`src/rtl/bp_be_accel_writeback.sv`:
```
// Accelerator result writeback: per-channel result FIFOs, round-robin arbitration
// onto one credited uncached write port, with per-channel pointer/done-count CSRs.
module bp_be_accel_writeback #(
  parameter int num_chan_p    = 2,
  parameter int data_width_p  = 128,
  parameter int paddr_width_p = 40,
  parameter int els_p         = 4,
  parameter int credits_p     = 8
) (
  input  logic                                    clk_i,
  input  logic                                    reset_i,
  input  logic [num_chan_p-1:0][data_width_p-1:0] res_data_i,
  input  logic [num_chan_p-1:0]                   res_v_i,
  output logic [num_chan_p-1:0]                   res_ready_and_o,
  input  logic                                    csr_w_v_i,
  input  logic [3:0]                              csr_addr_i,
  input  logic [63:0]                             csr_data_i,
  output logic [63:0]                             csr_data_o,
  output logic [paddr_width_p-1:0]                wr_addr_o,
  output logic [data_width_p-1:0]                 wr_data_o,
  output logic                                    wr_v_o,
  input  logic                                    wr_ready_and_i,
  input  logic                                    ack_v_i,
  output logic                                    busy_o,
  output logic                                    error_o
);
  localparam int chan_w_lp = (num_chan_p > 1) ? $clog2(num_chan_p) : 1;
  localparam int ptr_w_lp  = $clog2(els_p);
  localparam int cnt_w_lp  = $clog2(els_p + 1);
  localparam int cred_w_lp = $clog2(credits_p + 1);
  localparam logic [paddr_width_p-1:0] stride_lp = paddr_width_p'(data_width_p / 8);

  typedef enum logic {e_ready, e_send} state_e;

  state_e                   state_q, state_d;
  logic [chan_w_lp-1:0]     grant_q, grant_d;
  // rr_q holds the first channel to try (last_grant+1), so clearing it favours channel 0
  logic [chan_w_lp-1:0]     rr_q, rr_d;
  logic [paddr_width_p-1:0] addr_q, addr_d;
  logic [data_width_p-1:0]  data_q, data_d;
  logic [cred_w_lp-1:0]     credits_q, credits_d;
  logic                     error_q, error_d;

  logic [paddr_width_p-1:0] ptr_q  [num_chan_p];
  logic [paddr_width_p-1:0] ptr_d  [num_chan_p];
  logic [15:0]              done_q [num_chan_p];
  logic [15:0]              done_d [num_chan_p];
  logic [ptr_w_lp-1:0]      wptr_q [num_chan_p];
  logic [ptr_w_lp-1:0]      wptr_d [num_chan_p];
  logic [ptr_w_lp-1:0]      rptr_q [num_chan_p];
  logic [ptr_w_lp-1:0]      rptr_d [num_chan_p];
  logic [cnt_w_lp-1:0]      fcnt_q [num_chan_p];
  logic [cnt_w_lp-1:0]      fcnt_d [num_chan_p];
  logic [data_width_p-1:0]  mem_q  [num_chan_p][els_p];
  logic [data_width_p-1:0]  mem_d  [num_chan_p][els_p];

  logic                 found, issue, enq, deq;
  logic [chan_w_lp-1:0] pick;
  int                   idx;

  always_comb begin
    state_d   = state_q;
    grant_d   = grant_q;
    rr_d      = rr_q;
    addr_d    = addr_q;
    data_d    = data_q;
    credits_d = credits_q;
    error_d   = error_q;
    ptr_d     = ptr_q;
    done_d    = done_q;
    wptr_d    = wptr_q;
    rptr_d    = rptr_q;
    fcnt_d    = fcnt_q;
    mem_d     = mem_q;
    found     = 1'b0;
    pick      = '0;
    idx       = 0;
    enq       = 1'b0;
    deq       = 1'b0;
    issue     = (state_q == e_send) && wr_ready_and_i;

    if (state_q == e_ready && credits_q < cred_w_lp'(credits_p)) begin
      for (int i = 0; i < num_chan_p; i++) begin
        idx = (int'(rr_q) + i) % num_chan_p;
        if (!found && fcnt_q[idx] != '0) begin
          found = 1'b1;
          pick  = chan_w_lp'(idx);
        end
      end
    end

    for (int c = 0; c < num_chan_p; c++) begin
      enq = res_v_i[c] && (fcnt_q[c] != cnt_w_lp'(els_p));
      deq = found && (pick == chan_w_lp'(c));
      if (enq) begin
        mem_d[c][wptr_q[c]] = res_data_i[c];
        wptr_d[c] = (wptr_q[c] == ptr_w_lp'(els_p - 1)) ? '0 : wptr_q[c] + 1'b1;
      end
      if (deq) begin
        addr_d    = ptr_q[c];
        data_d    = mem_q[c][rptr_q[c]];
        grant_d   = chan_w_lp'(c);
        rr_d      = (c == num_chan_p - 1) ? '0 : chan_w_lp'(c + 1);
        rptr_d[c] = (rptr_q[c] == ptr_w_lp'(els_p - 1)) ? '0 : rptr_q[c] + 1'b1;
      end
      fcnt_d[c] = fcnt_q[c] + cnt_w_lp'(enq) - cnt_w_lp'(deq);

      if (issue && grant_q == chan_w_lp'(c)) begin
        ptr_d[c] = ptr_q[c] + stride_lp;
        if (done_q[c] != 16'hFFFF) done_d[c] = done_q[c] + 16'd1;
      end
      // A CSR write lands after the post-write increment, so software always wins
      if (csr_w_v_i && csr_addr_i == 4'(c)) begin
        ptr_d[c]  = csr_data_i[paddr_width_p-1:0];
        done_d[c] = '0;
      end
    end

    if (found) state_d = e_send;
    if (issue) state_d = e_ready;

    case ({issue, ack_v_i})
      2'b10: credits_d = credits_q + cred_w_lp'(1);
      2'b01: begin
        if (credits_q == '0) error_d = 1'b1;
        else                 credits_d = credits_q - cred_w_lp'(1);
      end
      default: ;
    endcase
  end

  always_ff @(posedge clk_i) begin
    if (reset_i) begin
      state_q   <= e_ready;
      grant_q   <= '0;
      rr_q      <= '0;
      addr_q    <= '0;
      data_q    <= '0;
      credits_q <= '0;
      error_q   <= 1'b0;
      for (int c = 0; c < num_chan_p; c++) begin
        ptr_q[c]  <= '0;
        done_q[c] <= '0;
        wptr_q[c] <= '0;
        rptr_q[c] <= '0;
        fcnt_q[c] <= '0;
      end
    end else begin
      state_q   <= state_d;
      grant_q   <= grant_d;
      rr_q      <= rr_d;
      addr_q    <= addr_d;
      data_q    <= data_d;
      credits_q <= credits_d;
      error_q   <= error_d;
      ptr_q     <= ptr_d;
      done_q    <= done_d;
      wptr_q    <= wptr_d;
      rptr_q    <= rptr_d;
      fcnt_q    <= fcnt_d;
    end
  end

  always_ff @(posedge clk_i) begin
    mem_q <= mem_d;
  end

  always_comb begin
    csr_data_o = '0;
    busy_o     = (state_q == e_send) || (credits_q != '0);
    for (int c = 0; c < num_chan_p; c++) begin
      if (csr_addr_i == 4'(c))     csr_data_o[paddr_width_p-1:0] = ptr_q[c];
      if (csr_addr_i == 4'(8 + c)) csr_data_o[15:0] = done_q[c];
      res_ready_and_o[c] = (fcnt_q[c] != cnt_w_lp'(els_p));
      if (fcnt_q[c] != '0) busy_o = 1'b1;
    end
  end

  assign wr_addr_o = addr_q;
  assign wr_data_o = data_q;
  assign wr_v_o    = (state_q == e_send);
  assign error_o   = error_q;

  if (paddr_width_p < 64) begin : g_unused
    logic unused_csr_hi;
    assign unused_csr_hi = ^csr_data_i[63:paddr_width_p];
  end

endmodule

```
`config.mk`:
```
export PLATFORM = sky130hd
export DESIGN_NAME = bp_be_accel_writeback
export DESIGN_NICKNAME = d
export VERILOG_FILES = /design/src/rtl/bp_be_accel_writeback.sv
export SDC_FILE = /design/constraint.sdc
export NUM_CORES = 1
export LEC_CHECK = 0
export CAP_MARGIN = 20
export CORE_AREA = 2 2 210 419
export CTS_BUF_LIST = sky130_fd_sc_hd__clkbuf_16
export DETAILED_ROUTE_END_ITERATION = 10
export DIE_AREA = 0 0 212 421
export HOLD_SLACK_MARGIN = 0.08
export PLACE_DENSITY = 0.93
export SLEW_MARGIN = 20
export SYNTH_ARGS = -nofsm -noshare
export SYNTH_HDL_FRONTEND = slang
export SYNTH_SLANG_ARGS = --single-unit
```
`constraint.sdc`:
```
create_clock -name clk_i -period 6.63 [get_ports clk_i]
set_input_delay 1.326 -clock clk_i [delete_from_list [all_inputs] [get_ports clk_i]]
set_output_delay 1.326 -clock clk_i [all_outputs]
set_load 0.1 [all_outputs]
```
==> Word-level counts from Yosys, hierarchy flattened <==
Cells that the tools add are included.
{ "word_totals": {"elab_cells": 154, "mem_bits_ro": 0, "n_memories": 0, "ram_bits": 0, "latchBits": 0, "register_bits": 1326, "output_inout_bits": 237} }
{ "classes": {"div": 0, "n_bitwise": 10, "shift": 0, "eq_ne": 14, "order_cmp": 9, "n_mux": 47, "n_reduce_logical": 34, "n_mul": 0, "n_addsub": 15} }
{ "ops": {"columns": ["op", "n"], "rows": [
  ["512-bit bitwise mux", 2],
  ["128-bit 2-to-1 mux", 8],
  ["128-bit binary-select mux with 2-bit select", 2],
  ["128-bit demux with 2-bit select", 2],
  ["40-bit 2-to-1 mux", 8],
  ["40-bit by 5-bit adder with 40-bit output, second input constant", 2],
  ["32-bit by 2-bit >= comparator with 1-bit output, second input constant", 2],
  ["16-bit by 1-bit adder with 16-bit output, second input constant", 2],
  ["16-bit 2-to-1 mux", 2],
  ["16-bit != test, second input constant", 2],
  ["1-bit inverter with 32-bit output", 1],
  ["32-bit inverter", 1],
  ["3-bit 2-to-1 mux", 6],
  ["1-bit logical AND", 13],
  ["3-bit >= comparator, second input constant", 4],
  ["2-bit inverter with 3-bit output", 4],
  ["3-bit nonzero test", 4],
  ["1-bit 2-to-1 mux", 11],
  ["2-bit == test, second input constant", 5],
  ["2-bit by 1-bit adder with 2-bit output, second input constant", 4],
  ["4-bit == test, second input constant", 2],
  ["4-bit zero test", 2],
  ["2-bit 2-to-1 mux", 4],
  ["4-bit one-hot mux with 2 select lines", 1],
  ["20 further kinds", 35]
]} }

==> Depth between registers and ports, before layout <==
Gate-level depths: netlist of run 1.
{ "logic_depth": {"ltp_word": 15, "depth_mapped": 14} }

==> Least setup slack after synthesis of run 1 <==
No wires, ideal clock.
{ "synth_path": {"path_kind": "input-to-output", "from": "input csr_addr_i[2]", "to": "output csr_data_o[11]", "required_ns": 5.304, "path_stages": 5, "setup_slack_ns": 1.428, "t_arrival_ns": 3.876, "path_buffers": 1, "path_cell_list": "nand2b_1 nor3_1 clkbuf_1 a22oi_1 a31oi_1"} }
{ "synth_between": {"elab_chain_len": 5, "elab_cells_between_ends": 8, "classes_between": "eq/ne (3); mux (4); reduce/logical (1)"} }
{ "synth_lines": {"columns": ["element", "line", "source"], "rows": [
  ["start: declaration", "16", "input logic [3:0] csr_addr_i,"],
  ["4-bit zero test", "172", "if (csr_addr_i == 4'(c)) csr_data_o[paddr_width_p-1:0] = ptr_q[c];"],
  ["40-bit 2-to-1 mux", "172", null],
  ["16-bit 2-to-1 mux", "173", "if (csr_addr_i == 4'(8 + c)) csr_data_o[15:0] = done_q[c];"],
  ["40-bit 2-to-1 mux", "172", null],
  ["16-bit 2-to-1 mux (*)", "173", null],
  ["end: declaration", "18", "output logic [63:0] csr_data_o,"]
]} }
Every way passes the cells marked *; elsewhere a longest branch is shown, timed or not.

==> Final worst setup path of run 1 <==
{ "layout_path": {"from": "input csr_addr_i[0]", "to": "output csr_data_o[31]"} }
{ "layout_between": {"elab_chain_len": 3, "elab_cells_between_ends": 4, "classes_between": "eq/ne (1); mux (2); reduce/logical (1)"} }
{ "layout_lines": {"columns": ["element", "line"], "rows": [
  ["4-bit zero test", "172"],
  ["40-bit 2-to-1 mux", "172"],
  ["40-bit 2-to-1 mux (*)", "172"]
]} }
Marked as above.

==> metrics.md, run 1 <==
| Metric | Value |
|---|---|
| Max Fanout on Critical Path | 40 |
| Post-DP HPWL | 84900 um |
| Top cells by count, synth | edfxtp_1, dfxtp_1, mux4_2 |
| Met2 Resource Use GR | 53.2% |
| Synth Area in XOR/XNOR | 1.27% |
| GR peak layer | met2 |
| Root Buffer | clkbuf_16 |
| IO Count | 568 |
| Gate power share | 29.7% |
| Status | completed |
| Maximum vdd drop | 503 uV |
| GP Congestion | 0.971 |
| Vias in the first global route | 32300 |
| Post-Layout Cell Count | 4818 |
| Hold_sp | wr_data_o[112] |
| Crit path launch type | input port |
| Antenna violations before repair | 32 |
| Placed insts | 4595 |
| Syn Inst Count | 3084 |
| Register area share after synthesis | 71.9% |
| Reg-to-Reg End | fcnt_q[5] |
| Initial drt markers | 4123 |
| Nets | 3897 |
| Switching part of the total | 35.2% |
| Net Sw Power | 8510 uW |
| DIE HEIGHT | 421 um |
| Setup slack, reg-to-reg | 3100 ps |
| Ys async rst share | 0% |
| Leak | 0.0194 uW |
| Clk Latency, worst-skew pair | 740 ps |
| Design Area, Final | 61100 um2 |
| Clock network power share | 27.2% |
| Port bufs | 519 |
| Final hold violations | 0 |
| Post-synthesis simple-gate area fraction | 5.49% |
| CTS clk-pin slew, worst paths | 70 ps |
| RSZ-0062 raised after global routing | false |
| Tmin final | 5400 ps |
| Distinct cells, synth | 64 |
| CORE AREA | 86300 um2 |
| Initial DRT Pass Iterations | 7 |
| Number of synthesized register bits | 1326 |
| Adder-cell share of the synthesized area | 0.606% |
| R2R cell count | 12 |
| Clock skew | 35.9 ps |
| Max_slew headroom | 20.6% |
| Largest cells by area after synthesis | edfxtp_1, dfxtp_1, mux4_2 |
| CTS sink count | 1326 |
| Clock tree buffer depth | 3 |
| Post-Syn Area | 51200 um2 |
| Worst Tran Pin Value | 1190 ps |
| WHS Endpoint | wr_data_o[112] |
| Die Area | 89300 um2 |
| Critical Path Sink Type | primary output |
| P_int | 15700 uW |
| Fillers | 4957 |
| Max_cap viols | 0 |
| Synth Area in Compound Gates | 7.23% |
| Setup TNS | 0 ps |
| Number of flops mapped to enable cells by yosys | 1024 |
| PwrDens | 395 nW/um2 |
| Hold path depth | 2 |
| Hold crit path type | flip-flop to flip-flop |
| Main combinational cell family by area after synthesis | multiplexers |
| Most numerous cell in the Yosys netlist | edfxtp_1 |
| Sequential share of power | 43.1% |
| Layout cells sized above 1 | 14.1% |
| Final WL | 147000 um |
| DRC Markers | 0 |
| All-Layer GR Usage | 33.2% |
| Proportion of synthesized area in mux cells | 11.4% |
| Initial Util | 59.3% |
| Syn-to-layout area delta | 19.5% |
| Post-CTS Hold Buffers | 0 |
| First-pass GRT wire length | 216000 um |
| Post-CTS Resized | 0 |
| Average cell area after synthesis | 16.6 um2 |
| DR vias | 31900 |
| CTS tree | done |
| Total CTS buffers | 104 |
| Pwr Total | 24200 uW |
| GR Layer Usage met3 | 11.3% |
| Max Clk Rate | 0.185 GHz |
| WHS | 453 ps |
| Largest net degree at the start of global routing | 115 |
| Routed Antenna Nets | 0 |
| Top-area cell type share of the netlist area | 60.1% |
| Die X | 212 um |
| Yosys warnings | 0 |
| Htree depth | 3 |
| Final count of negative-setup-slack endpoints | 0 |
| Fin crit share | 81.5% |
| GRT met1 Usage | 42.3% |
| Slew Limit Fails | 0 |
| DP Area | 57400 um2 |
| Via density | 6.62 |
| FF-to-FF Start | wr_v_o |
| Drt wl/cell | 30.6 um |
| Post-CTS setup buffer count | 0 |
| Primary FF master, synth | edfxtp_1 |
| # rows | 153 |
| Crit path kind | input port to primary output |
| Critical path arrival | 4080 ps |
| Critical Path RT | 5300 ps |
| Area leader, netlist | edfxtp_1 |
| Overflow left after global routing | 0 |
[final cells by class]
cell class                      instances  area, um2  share of cell area, %
Tap cell                             1162       1450                   2.38
Inverter                               26        100                  0.164
Clock buffer                          105       2630                   4.30
Timing Repair Buffer                  557       5620                   9.19
Sequential cell                      1326      36800                   60.2
Clock inverter                         92        962                   1.57
Antenna cell                           22       55.1                 0.0900
Multi-Input combinational cell       1528      13500                   22.1
[power groups by stage]
stage,clock [uW],sequential (uW),combinational [uW]
after floorplan,0,11900,3480
after global placement,0,10500,6790
final,6580,10400,7170
after detailed placement,0,10600,7020
after CTS,6620,10400,7140
after global routing,6870,10500,7450
[routing by layer]
layer,routed length [um],part of all wire [%]
met5,326,0.22
met3,20600,14
met1,49600,34
met2,71500,48
met4,5500,3.7
[layout by cell type, fill, tap and decap left out, types with 23 or more instances in the layout]
cell type,Yosys,layout
nor3_1,27,26
a22o_1,64,64
xnor2_1,58,58
a21oi_1,158,157
conb_1,1,24
buf_4,24,48
a211oi_1,53,53
nand2_1,215,215
nand4_1,23,23
mux4_2,256,256
dfxtp_1,302,298
clkdlybuf4s50_1,0,492
nand3_1,44,42
edfxtp_1,1024,1024
inv_1,25,46
nor2_1,169,168
clkbuf_16,0,105
a22oi_1,184,184
[critical path: stages]
cell	delay [ps]
clkdlybuf4s50_1	560
nor4_2	330
buf_4	460
a22o_1	250
clkdlybuf4s50_1	1140
[sequential cells by signal, summed over array words and instances, names as in the netlist]
| name | flops |
|---|---|
| wr_data_o | 128 |
| rptr_q | 4 |
| error_o | 1 |
| wr_v_o | 1 |
| grant_q | 1 |
| done_q | 32 |
| rr_q | 1 |
| mem_q | 1024 |
| credits_q | 4 |
| wptr_q | 4 |
| wr_addr_o | 40 |
| ptr_q | 80 |
| fcnt_q | 6 |
[kinds of logic after synthesis]
family	count (synthesis)
compound gates	541
simple gates	601
fa+ha+maj	23
buf+inv	253
mux	265
other cells	1
flops	1326
xor+xnor	74
[worst max-delay path by stage]
stage	startpoint	end	slack, ps
3_3_place_gp	csr_addr_i[0]	csr_data_o[30]	1310
6_report	csr_addr_i[0]	csr_data_o[31]	1230
3_5_place_dp	csr_addr_i[0]	csr_data_o[31]	1260
2_1_floorplan	csr_addr_i[2]	csr_data_o[11]	1430
5_1_grt	csr_addr_i[0]	csr_data_o[31]	1090
4_1_cts	csr_addr_i[0]	csr_data_o[31]	1260
[metrics by stage]
| step | setup slack, ps | util, % |
|---|---|---|
| 5_1_grt | 1090 | 70.8 |
| 4_1_cts | 1260 | 70.7 |
| 3_5_place_dp | 1260 | 66.5 |
| 6_report | 1230 | 70.8 |
| 3_3_place_gp | 1310 | 66.5 |
| 2_1_floorplan | 1430 | - |
Power figures use the tool's default switching activity.
==> run 2: changes to the inputs <==
CORE_AREA = 2 2 228 454   (was 2 2 210 419)
DIE_AREA = 0 0 230 456   (was 0 0 212 421)
PLACE_DENSITY = 0.85   (was 0.93)
clock period = 4.4 ns   (was 6.63 ns; I/O delays follow)
==> run 2 against run 1 <==
Effect of this change: critical path depth decreased by 2; sequential cell count unchanged; total power increased by 50%; routed wire length decreased by 0.73%; sequential power increased by 50%; combinational power increased by 53%; clock-buffer cell count increased by 3; largest cell class unchanged; highest routed layer unchanged.
==> metrics.md, run 2 (synthesis gave the netlist of run 1 again) <==
| Metric | Value |
|---|---|
| Status | completed |
| DRC Markers | 0 |
| Layout cells sized above 1 | 15.5% |
| Fin crit share | 92.0% |
| Vias in the first global route | 32400 |
| Maximum vdd drop | 671 uV |
| IO Count | 568 |
| Max Fanout on Critical Path | 7 |
| Root Buffer | clkbuf_16 |
| Switching part of the total | 34.6% |
| Net Sw Power | 12500 uW |
| Die Area | 105000 um2 |
| Final WL | 146000 um |
| Drt wl/cell | 29.0 um |
| Htree depth | 3 |
| Sequential share of power | 43.1% |
| Port bufs | 519 |
| Post-CTS Resized | 0 |
| Clock tree buffer depth | 3 |
| Routed Antenna Nets | 0 |
| Max_cap viols | 0 |
| Clk Latency, worst-skew pair | 720 ps |
| Initial drt markers | 3104 |
| Antenna violations before repair | 29 |
| Final count of negative-setup-slack endpoints | 0 |
| Slew Limit Fails | 0 |
| First-pass GRT wire length | 213000 um |
| CTS clk-pin slew, worst paths | 70 ps |
| P_int | 23700 uW |
| Largest net degree at the start of global routing | 135 |
| GP Congestion | 1.03 |
| Largest register FFs | 1024 |
| # rows | 165 |
| RSZ-0062 raised after global routing | false |
| Via density | 6.26 |
| Setup TNS | 0 ps |
| DR vias | 31600 |
| Syn-to-layout area delta | 21.5% |
| Crit path kind | flip-flop to primary output |
| Die X | 230 um |
| Gate power share | 30.3% |
| Post-CTS Hold Buffers | 0 |
| Hold crit path type | flip-flop to flip-flop |
| Worst Tran Pin Value | 1210 ps |
| Most frequent cells in the layout | edfxtp_1, clkdlybuf4s50_1, dfxtp_1 |
| Clock skew | 41.9 ps |
| CTS sink count | 1326 |
| Crit path launch type | flip-flop |
| Largest Register | mem_q |
| All-Layer GR Usage | 27.8% |
| Max Clk Rate | 0.247 GHz |
| CTS tree | done |
| Clock network power share | 26.6% |
| Commonest non-fill, non-tap cell in the layout | edfxtp_1 |
| Initial Util | 50.6% |
| Pwr Total | 36200 uW |
| Post-CTS setup buffer count | 0 |
| Critical path arrival | 3170 ps |
| PwrDens | 582 nW/um2 |
| Total CTS buffers | 107 |
| Leak | 0.0198 uW |
| Tmin final | 4050 ps |
| Overflow left after global routing | 0 |
| DIE HEIGHT | 456 um |
| Final hold violations | 0 |
| CORE AREA | 101000 um2 |
| Post-DP HPWL | 92000 um |
| Utilization after layout | 61.5% |
| Max_slew headroom | 18.7% |
| Critical Path Sink Type | primary output |
| Critical Path RT | 3520 ps |
| Nets | 3956 |
| Initial DRT Pass Iterations | 6 |
run 2: power by group through the flow:
| stage | registers (uW) | logic (uW) | clock network (uW) |
|---|---|---|---|
| after detailed placement | 15900 | 10800 | 0 |
| after global placement | 15800 | 10600 | 0 |
| after global routing | 15700 | 11400 | 10200 |
| final | 15600 | 11000 | 9640 |
| after floorplan | 17800 | 5240 | 0 |
| after CTS | 15600 | 11000 | 9780 |
run 2: cell type report:
| type | count | area, um2 |
|---|---|---|
| Antenna cell | 21 | 52.6 |
| Clock buffer | 108 | 2700 |
| Sequential cell | 1326 | 36800 |
| Inverter | 26 | 103 |
| Multi-Input combinational cell | 1528 | 13500 |
| Timing Repair Buffer | 613 | 6580 |
| Clock inverter | 92 | 782 |
| Fill cell | 7003 | 39000 |
| Tap cell | 1336 | 1670 |
run 2: critical path: stages, from the launching register on:
cell             delay (ps)
dfxtp_1                 340
or3_1                   550
or4_1                   580
clkdlybuf4s50_1        1010
run 2: metrics by stage:
stage	hold WS [ps]	instances	area [um2]	worst slack (ps)
finish	450	5050	62200	351
global route	470	5042	62200	277
floorplan	449	3107	51300	90.1
CTS	452	5028	62100	287
global placement	434	4828	58700	704
detailed placement	444	4828	58700	667
run 2: worst paths after layout:
check / from / end / slack, ps / cells past startpoint
setup / recovery: fcnt_q[1] / busy_o / 350 / 3
hold reg to reg: wr_data_o[30] / wr_data_o[30] / 450 / 2
hold / removal: wr_data_o[30] / wr_data_o[30] / 450 / 2
setup reg to reg: ptr_q[7] / ptr_q[39] / 1500 / 6
run 2: layer usage:
| metal | global-route usage, % | part of all wire [%] | vias to the layer above |
|---|---|---|---|
| li1 | - | - | 13300 |
| met1 | 31.6 | 33 | 16000 |
| met2 | 49.3 | 52 | 1936 |
| met3 | 6.06 | 9.3 | 439 |
| met4 | 13.4 | 4.9 | 24 |
| met5 | 0 | 0.12 | - |
